==> src/rtl/seg_scan_driver.sv <==
// Four-digit multiplexed 7-segment driver with a double-buffered display image.
// A pending image is accepted by ready/load and copied to the active image only at frame boundaries.
module seg_scan_driver #(
  parameter int SCAN_DIV  = 50000,
  parameter int BLINK_DIV = 16666667
) (
  input  logic        clk,
  input  logic        rst,
  input  logic        load,
  input  logic [15:0] din,
  input  logic [3:0]  blank,
  input  logic [3:0]  blink,
  output logic        ready,
  output logic [3:0]  an,
  output logic [6:0]  out
);

  localparam int SCAN_W  = (SCAN_DIV  > 1) ? $clog2(SCAN_DIV)  : 1;
  localparam int BLINK_W = (BLINK_DIV > 1) ? $clog2(BLINK_DIV) : 1;

  typedef struct packed {
    logic [15:0] din;
    logic [3:0]  blank;
    logic [3:0]  blink;
  } img_t;

  localparam img_t RST_IMG = '{din: 16'h0000, blank: 4'hF, blink: 4'h0};

  logic [SCAN_W-1:0]  r_scan_cnt;
  logic [BLINK_W-1:0] r_blink_cnt;
  logic [1:0]         r_idx;
  logic               r_phase;
  img_t               r_pend;
  img_t               r_act;
  logic               r_pend_vld;
  logic [3:0]         r_an;
  logic [6:0]         r_out;

  logic               w_tick;
  logic               w_frame;
  logic               w_blink_wrap;
  logic               w_accept;
  logic               w_commit;
  logic [3:0]         w_digit;
  logic               w_dark;

  function automatic logic [6:0] seg_decode(input logic [3:0] code);
    logic [6:0] seg;
    case (code)
      4'h0: seg = 7'h40;
      4'h1: seg = 7'h79;
      4'h2: seg = 7'h24;
      4'h3: seg = 7'h30;
      4'h4: seg = 7'h19;
      4'h5: seg = 7'h12;
      4'h6: seg = 7'h02;
      4'h7: seg = 7'h78;
      4'h8: seg = 7'h00;
      4'h9: seg = 7'h10;
      4'hA: seg = 7'h08;
      4'hB: seg = 7'h03;
      4'hC: seg = 7'h46;
      4'hD: seg = 7'h21;
      4'hE: seg = 7'h06;
      default: seg = 7'h0E;
    endcase
    return seg;
  endfunction

  assign w_tick       = (r_scan_cnt == SCAN_W'(SCAN_DIV - 1));
  assign w_frame      = w_tick && (r_idx == 2'd3);
  assign w_blink_wrap = (r_blink_cnt == BLINK_W'(BLINK_DIV - 1));
  // Accept and commit are mutually exclusive: one needs the pending slot empty, the other full.
  assign w_accept     = load && !r_pend_vld;
  assign w_commit     = w_frame && r_pend_vld;

  assign w_digit = r_act.din[r_idx*4 +: 4];
  assign w_dark  = r_act.blank[r_idx] | (r_act.blink[r_idx] & r_phase);

  always_ff @(posedge clk) begin
    if (rst) begin
      r_scan_cnt  <= '0;
      r_blink_cnt <= '0;
      r_idx       <= 2'd0;
      r_phase     <= 1'b0;
      r_pend      <= '0;
      r_pend_vld  <= 1'b0;
      r_act       <= RST_IMG;
      r_an        <= 4'hF;
      r_out       <= 7'h7F;
    end else begin
      r_scan_cnt <= w_tick ? '0 : r_scan_cnt + 1'b1;
      if (w_tick) r_idx <= r_idx + 2'd1;

      r_blink_cnt <= w_blink_wrap ? '0 : r_blink_cnt + 1'b1;
      if (w_blink_wrap) r_phase <= ~r_phase;

      if (w_accept) begin
        r_pend     <= '{din: din, blank: blank, blink: blink};
        r_pend_vld <= 1'b1;
      end
      if (w_commit) begin
        r_act      <= r_pend;
        r_pend_vld <= 1'b0;
      end

      // Outputs follow the current slot state, so they lag idx/phase/active by one cycle.
      r_an  <= ~(4'b0001 << r_idx);
      r_out <= w_dark ? 7'h7F : seg_decode(w_digit);
    end
  end

  assign ready = ~r_pend_vld;
  assign an    = r_an;
  assign out   = r_out;

endmodule
==> config.mk <==
export PLATFORM = sky130hd
export DESIGN_NAME = seg_scan_driver
export DESIGN_NICKNAME = d
export VERILOG_FILES = /design/src/rtl/seg_scan_driver.sv
export SDC_FILE = /design/constraint.sdc
export NUM_CORES = 1
export LEC_CHECK = 0
export CAP_MARGIN = 15
export CORE_MARGIN = 2
export CORE_UTILIZATION = 35
export DETAILED_ROUTE_END_ITERATION = 7
export GPL_ROUTABILITY_DRIVEN = 0
export GPL_TIMING_DRIVEN = 0
export PLACE_DENSITY = 0.61
export SLEW_MARGIN = 25
export SYNTH_ARGS = -nofsm -noshare
export SYNTH_HDL_FRONTEND = slang
export SYNTH_SLANG_ARGS = --single-unit
==> constraint.sdc <==
create_clock -name clk -period 5.73 [get_ports clk]
set_input_delay 1.719 -clock clk [delete_from_list [all_inputs] [get_ports clk]]
set_output_delay 1.719 -clock clk [all_outputs]
set_load 0.03 [all_outputs]
=== After elaboration in Yosys (flattened, before gate mapping) ===
Memories as Yosys holds them, arrays and structs flattened. A register that Yosys moved wholly into a read port is not among the register bits.
Cells that the tools add are included.

* Input port bits: 27
* Output and inout bits: 12
* Memories: 1
* Bits in read-only memories: 112
* Register bits after elaboration: 96
* Word-level logic and storage cells: 39

{| class="wikitable"
|+ Memories
! name !! depth !! bits a word !! read ports !! clocked after memory_dff !! write ports !! line !! source
|-
| (no name shown) || 16 || 7 || 1 || 1 || 0 || 49 || <nowiki>case (code)</nowiki>
|}

* Add/subtract/negate cells: 3
* Reductions and logical operators: 8
* Multiplexer cells: 4
* Magnitude comparators: 1
* Shift-type cells: 2
* Bitwise logic cells: 5
* Equality and inequality tests: 3

{| class="wikitable"
|+ Operator list
! operator !! number
|-
| $add A24 B1 Y24 const B || 1
|-
| $eq A24 B24 Y1 const B || 1
|-
| $add A16 B1 Y16 const B || 1
|-
| $eq A16 B16 Y1 const B || 1
|-
| $shiftx A16 B5 Y4 || 1
|-
| $reduce_or A2 Y1 || 4
|-
| $bmux W1 S2 || 2
|-
| $not A4 Y4 || 1
|-
| $shl A1 B2 Y4 const A || 1
|-
| $logic_and A1 B1 Y1 || 3
|-
| $lt A2 B3 Y1 const B || 1
|-
| $add A2 B1 Y2 const B || 1
|-
| $eq A2 B2 Y1 const B || 1
|-
| $mux W1 || 2
|-
| $not A1 Y1 || 2
|-
| $and A1 B1 Y1 || 1
|-
| $logic_not A1 Y1 || 1
|-
| $or A1 B1 Y1 || 1
|}

=== Logic depth before layout (Yosys ltp) ===
* Depth after elaboration: 5
* Mapped depth: 7
* Depth with buffers taken out: 6

=== Worst setup path before layout ===
No wires, ideal clock.

* Path kind: input-to-reg
* Start point: input port load
* End point: register r_pend[10] (netlist name)
* Arrival time: 2,463 ps
* Path buffers: 2
* Path slack: 3,196 ps
* Setup time: 70 ps
* Stages: 5
* Data required time: 5,660 ps
* Cells stage by stage: nor2b_1 > clkbuf_1 > clkbuf_1 > nand2_1 > a21oi_1

* Cells in the longest elaborated chain, start to end: 1

{| class="wikitable"
|+ RTL lines
! item !! line !! source
|-
| start: declaration || 9 || <nowiki>input logic load,</nowiki>
|-
| $logic_and A1 B1 Y1 || 74 || <nowiki>assign w_accept = load && !r_pend_vld;</nowiki>
|-
| end signal: assignment || 99 || <nowiki>r_pend <= '{din: din, blank: blank, blink: blink};</nowiki>
|-
| end: declaration || 33 || <nowiki>img_t r_pend;</nowiki>
|}

Every way passes these cells.
A chain may end at the register's enable or synchronous reset.

=== Worst setup path in the final report ===
* Start point: register r_pend_vld
* End point: output port ready

* Cells in the longest elaborated chain, start to end: 1

{| class="wikitable"
|+ RTL lines
! item !! line !! source
|-
| start: declaration || 35 || <nowiki>logic r_pend_vld;</nowiki>
|-
| start signal: assignment || 87 || <nowiki>r_pend_vld <= 1'b0;</nowiki>
|-
| start signal: assignment || 100 || <nowiki>r_pend_vld <= 1'b1;</nowiki>
|-
| start signal: assignment || 104 || <nowiki>r_pend_vld <= 1'b0;</nowiki>
|-
| $not A1 Y1 || 113 || <nowiki>assign ready = ~r_pend_vld;</nowiki>
|-
| end: declaration || 13 || <nowiki>output logic ready,</nowiki>
|}

Every way passes these cells.

==> results.yml <==
timing:
  maxSlewViolCount: 0
  setup_violations: 0
  fin_skew_ns: 0.0122
  tightestPinTransition_ns: 0.827
  setup_tns_ns: 0
  max_freq_mhz: 315
  fin_crit_ns: 3.17
  fin_crit_sh_pct: 55.4
  hold_viol: 0
  hold_slack_ns: 0.458
  relSlewSlack_pct: 44.5
  rsz0062_at_grt: "false"
routing:
  drtIter0Drc: 240
  drt-vias-per-instance: 5.01
  drc: 0
  wl_um: 9570
  drt-pass1-iter-count: 5
  num_vias: 3716
  wl_per_cell_um: 12.9
  drtAntennaViolNets: 0
synth:
  synth_top_area_share_pct: 45.7
  syn-num-nets: 555
  netlist_area_um2: 4510
  synth_most_common_cell: "dfxtp_1"
  ys_seq_area_share_pct: 45.7
  synthTopCellsByCount: "dfxtp_1 (103), nand2_1 (70), a21oi_1 (61)"
  synth_edf_count: 0
  async_flop_share_pct: 0
  synthTopCellsByArea: "dfxtp_1 (46%), a21oi_1 (6.8%), nand2_1 (5.8%), nand3_1 (5.0%), ha_1 (3.6%)"
  synth-main-ff-cell: "dfxtp_1"
  synth.largest_area_cell: "dfxtp_1"
  synth.ff_latch_count: 103
  syn-instance-count: 515
  syn_avg_cell_area_um2: 8.76
  synth_cell_types: 44
  yosysWarnings: 0
global_route:
  first_global_vias: 3584
  grt_max_degree: 19
  grt_pass1_wl_um: 16600
  grt_overflow_total: 0
  antenna_found_initial: 0
  track_usage_pct: 14.6
critical_path:
  critPathCaptureType: "output port"
  ff2ff_setup_slack_ns: 3.38
  reg2reg_depth: 4
  worstPathArrival_ns: 1.46
  timing.rr.start: "r_idx[0]"
  r2r_end: "out[2]"
  critical_path_peak_fanout: 5
  startpoint_type: "flop"
  crit_start: "r_pend_vld"
  crit_path_end: "ready"
  worstSetupPathType: "flop to output port"
  cp_data_required_time_ns: 4.01
floorplanning:
  dieArea_um2: 13800
  fp.dieH_um: 118
  initial_core_util_pct: 35.7
  core_um2: 12600
  die_w_um: 118
  fp-row-count: 41
  io_pins: 39
power_and_ir_drop:
  power.density_nw_per_um2: 257
  ir_drop_mv: 0.175
  power_leakage_nw: 1.80
finish:
  area_growth_pct: 19.6
  num-nets-final: 604
  diodes: 0
  finalNonFillerCells: 741
  drive_gt1_share_pct: 7.38
  fillers: 1293
  final_util_pct: 42.8
  multi_input_area_um2: 2240
  final-seq-area_um2: 2060
placed_design:
  dp_hpwl_um: 7210
  dp.cells: 725
  portBuffers: 38
clock_network:
  cts_tree: "done"
  cts_made_buffers: 9
  ctsHoldBuffers: 0
  cts_sinks: 103
  clockBufferDepth: 2
  post_cts_resized: 0
  clk_pin_slew_ns: 0.07
  cts_root_buf: "clkbuf_16"
  clk-insertion-delay-late_ns: 0.34
  htreeDepth: 3
  postCtsSetupRepairBufs: 0
hold_path:
  hold_path.class: "flop to flop"
run_status:
  outcome: "completed"
flow_run:
  maxCapViolCount: 0
==> cells in the final DEF (no fill, tap or decap), drive strengths merged, types with 4 or more instances in the layout <==
cell,Yosys,routed
a21oi,61,61
and3,8,8
and4,4,4
buf,9,9
clkbuf,24,34
clkdlybuf4s50,0,38
dfxtp,103,103
ha,13,13
inv,13,15
mux4,7,7
nand2,71,71
nand3,45,45
nand4,11,11
nor2,30,30
o21ai,31,31
o31ai,12,12
or2,4,4
or3,4,4
or4,12,12
xnor2,11,11
xor2,17,17
==> logic make-up (layout without fill, tap and decap cells) <==
kind of cell	Yosys count	in the layout	share of synthesized area, %
adders and majority gates	13	13	3.61
DFF	103	103	45.7
buffers and inverters	46	100	4.63
muxes	8	8	3.75
AOI/OAI and AO/OA	110	110	13.4
xor gates and xnor gates	28	28	5.44
and+or+nand+nor	207	207	23.4
==> per-layer routing <==
metal	global-route usage, %	vias to the layer above	routed length [um]
li1	-	1911	-
met1	18.7	1733	4720
met2	23.8	70	4440
met3	3.29	2	339
met4	5.72	0	68
met5	0	-	0
==> metrics by stage <==
step	instance area (um^2)	power, W	setup slack (ns)
final	5400	0.00138	2.56
after global routing	5400	0.00144	2.47
after CTS	5400	0.00140	2.53
after detailed placement	5100	0.000819	2.29
after global placement	5100	0.000818	2.28
after floorplan	4510	0.000786	3.20
==> cell type report <==
| cell class | count | area share [%] |
|---|---|---|
| tap | 172 | 3.99 |
| sequential | 103 | 38.2 |
| inverter | 13 | 0.904 |
| timing repair buffer | 38 | 7.05 |
| clock buffer | 10 | 4.43 |
| clock inverter | 6 | 0.951 |
| multi-input combinational | 366 | 41.5 |
| buffer | 33 | 2.97 |
==> how the worst min path moves through the flow <==
stage / start / to / slack, ns / depth (start not counted)
floorplan: r_scan_cnt[0] / r_scan_cnt[0] / 0.43 / 1
global placement: r_scan_cnt[0] / r_scan_cnt[0] / 0.44 / 1
detailed placement: r_scan_cnt[0] / r_scan_cnt[0] / 0.45 / 1
CTS: r_pend[13] / r_pend[13] / 0.46 / 2
global route: r_pend[15] / r_pend[15] / 0.48 / 2
finish: r_act[17] / r_act[17] / 0.46 / 2
==> power by group <==
part           switching [W]  internal, W
Sequential        0.00000990     0.000729
Combinational      0.0000325    0.0000299
Clock               0.000271     0.000312
Total               0.000313      0.00107
==> sequential cells by signal, summed over array words and instances, names as in the netlist, 2 cells and up <==
register and flops:
r_act 24, out 7, r_blink_cnt 24, r_idx 2, r_pend 24, an 4
r_scan_cnt 16
==> critical path: stages, from the launching register on <==
cell and delay [ns]:
dfxtp_1 0.36, inv_1 0.09, clkdlybuf4s50_1 0.67
Note: power is estimated with default switching activity, not from simulation.
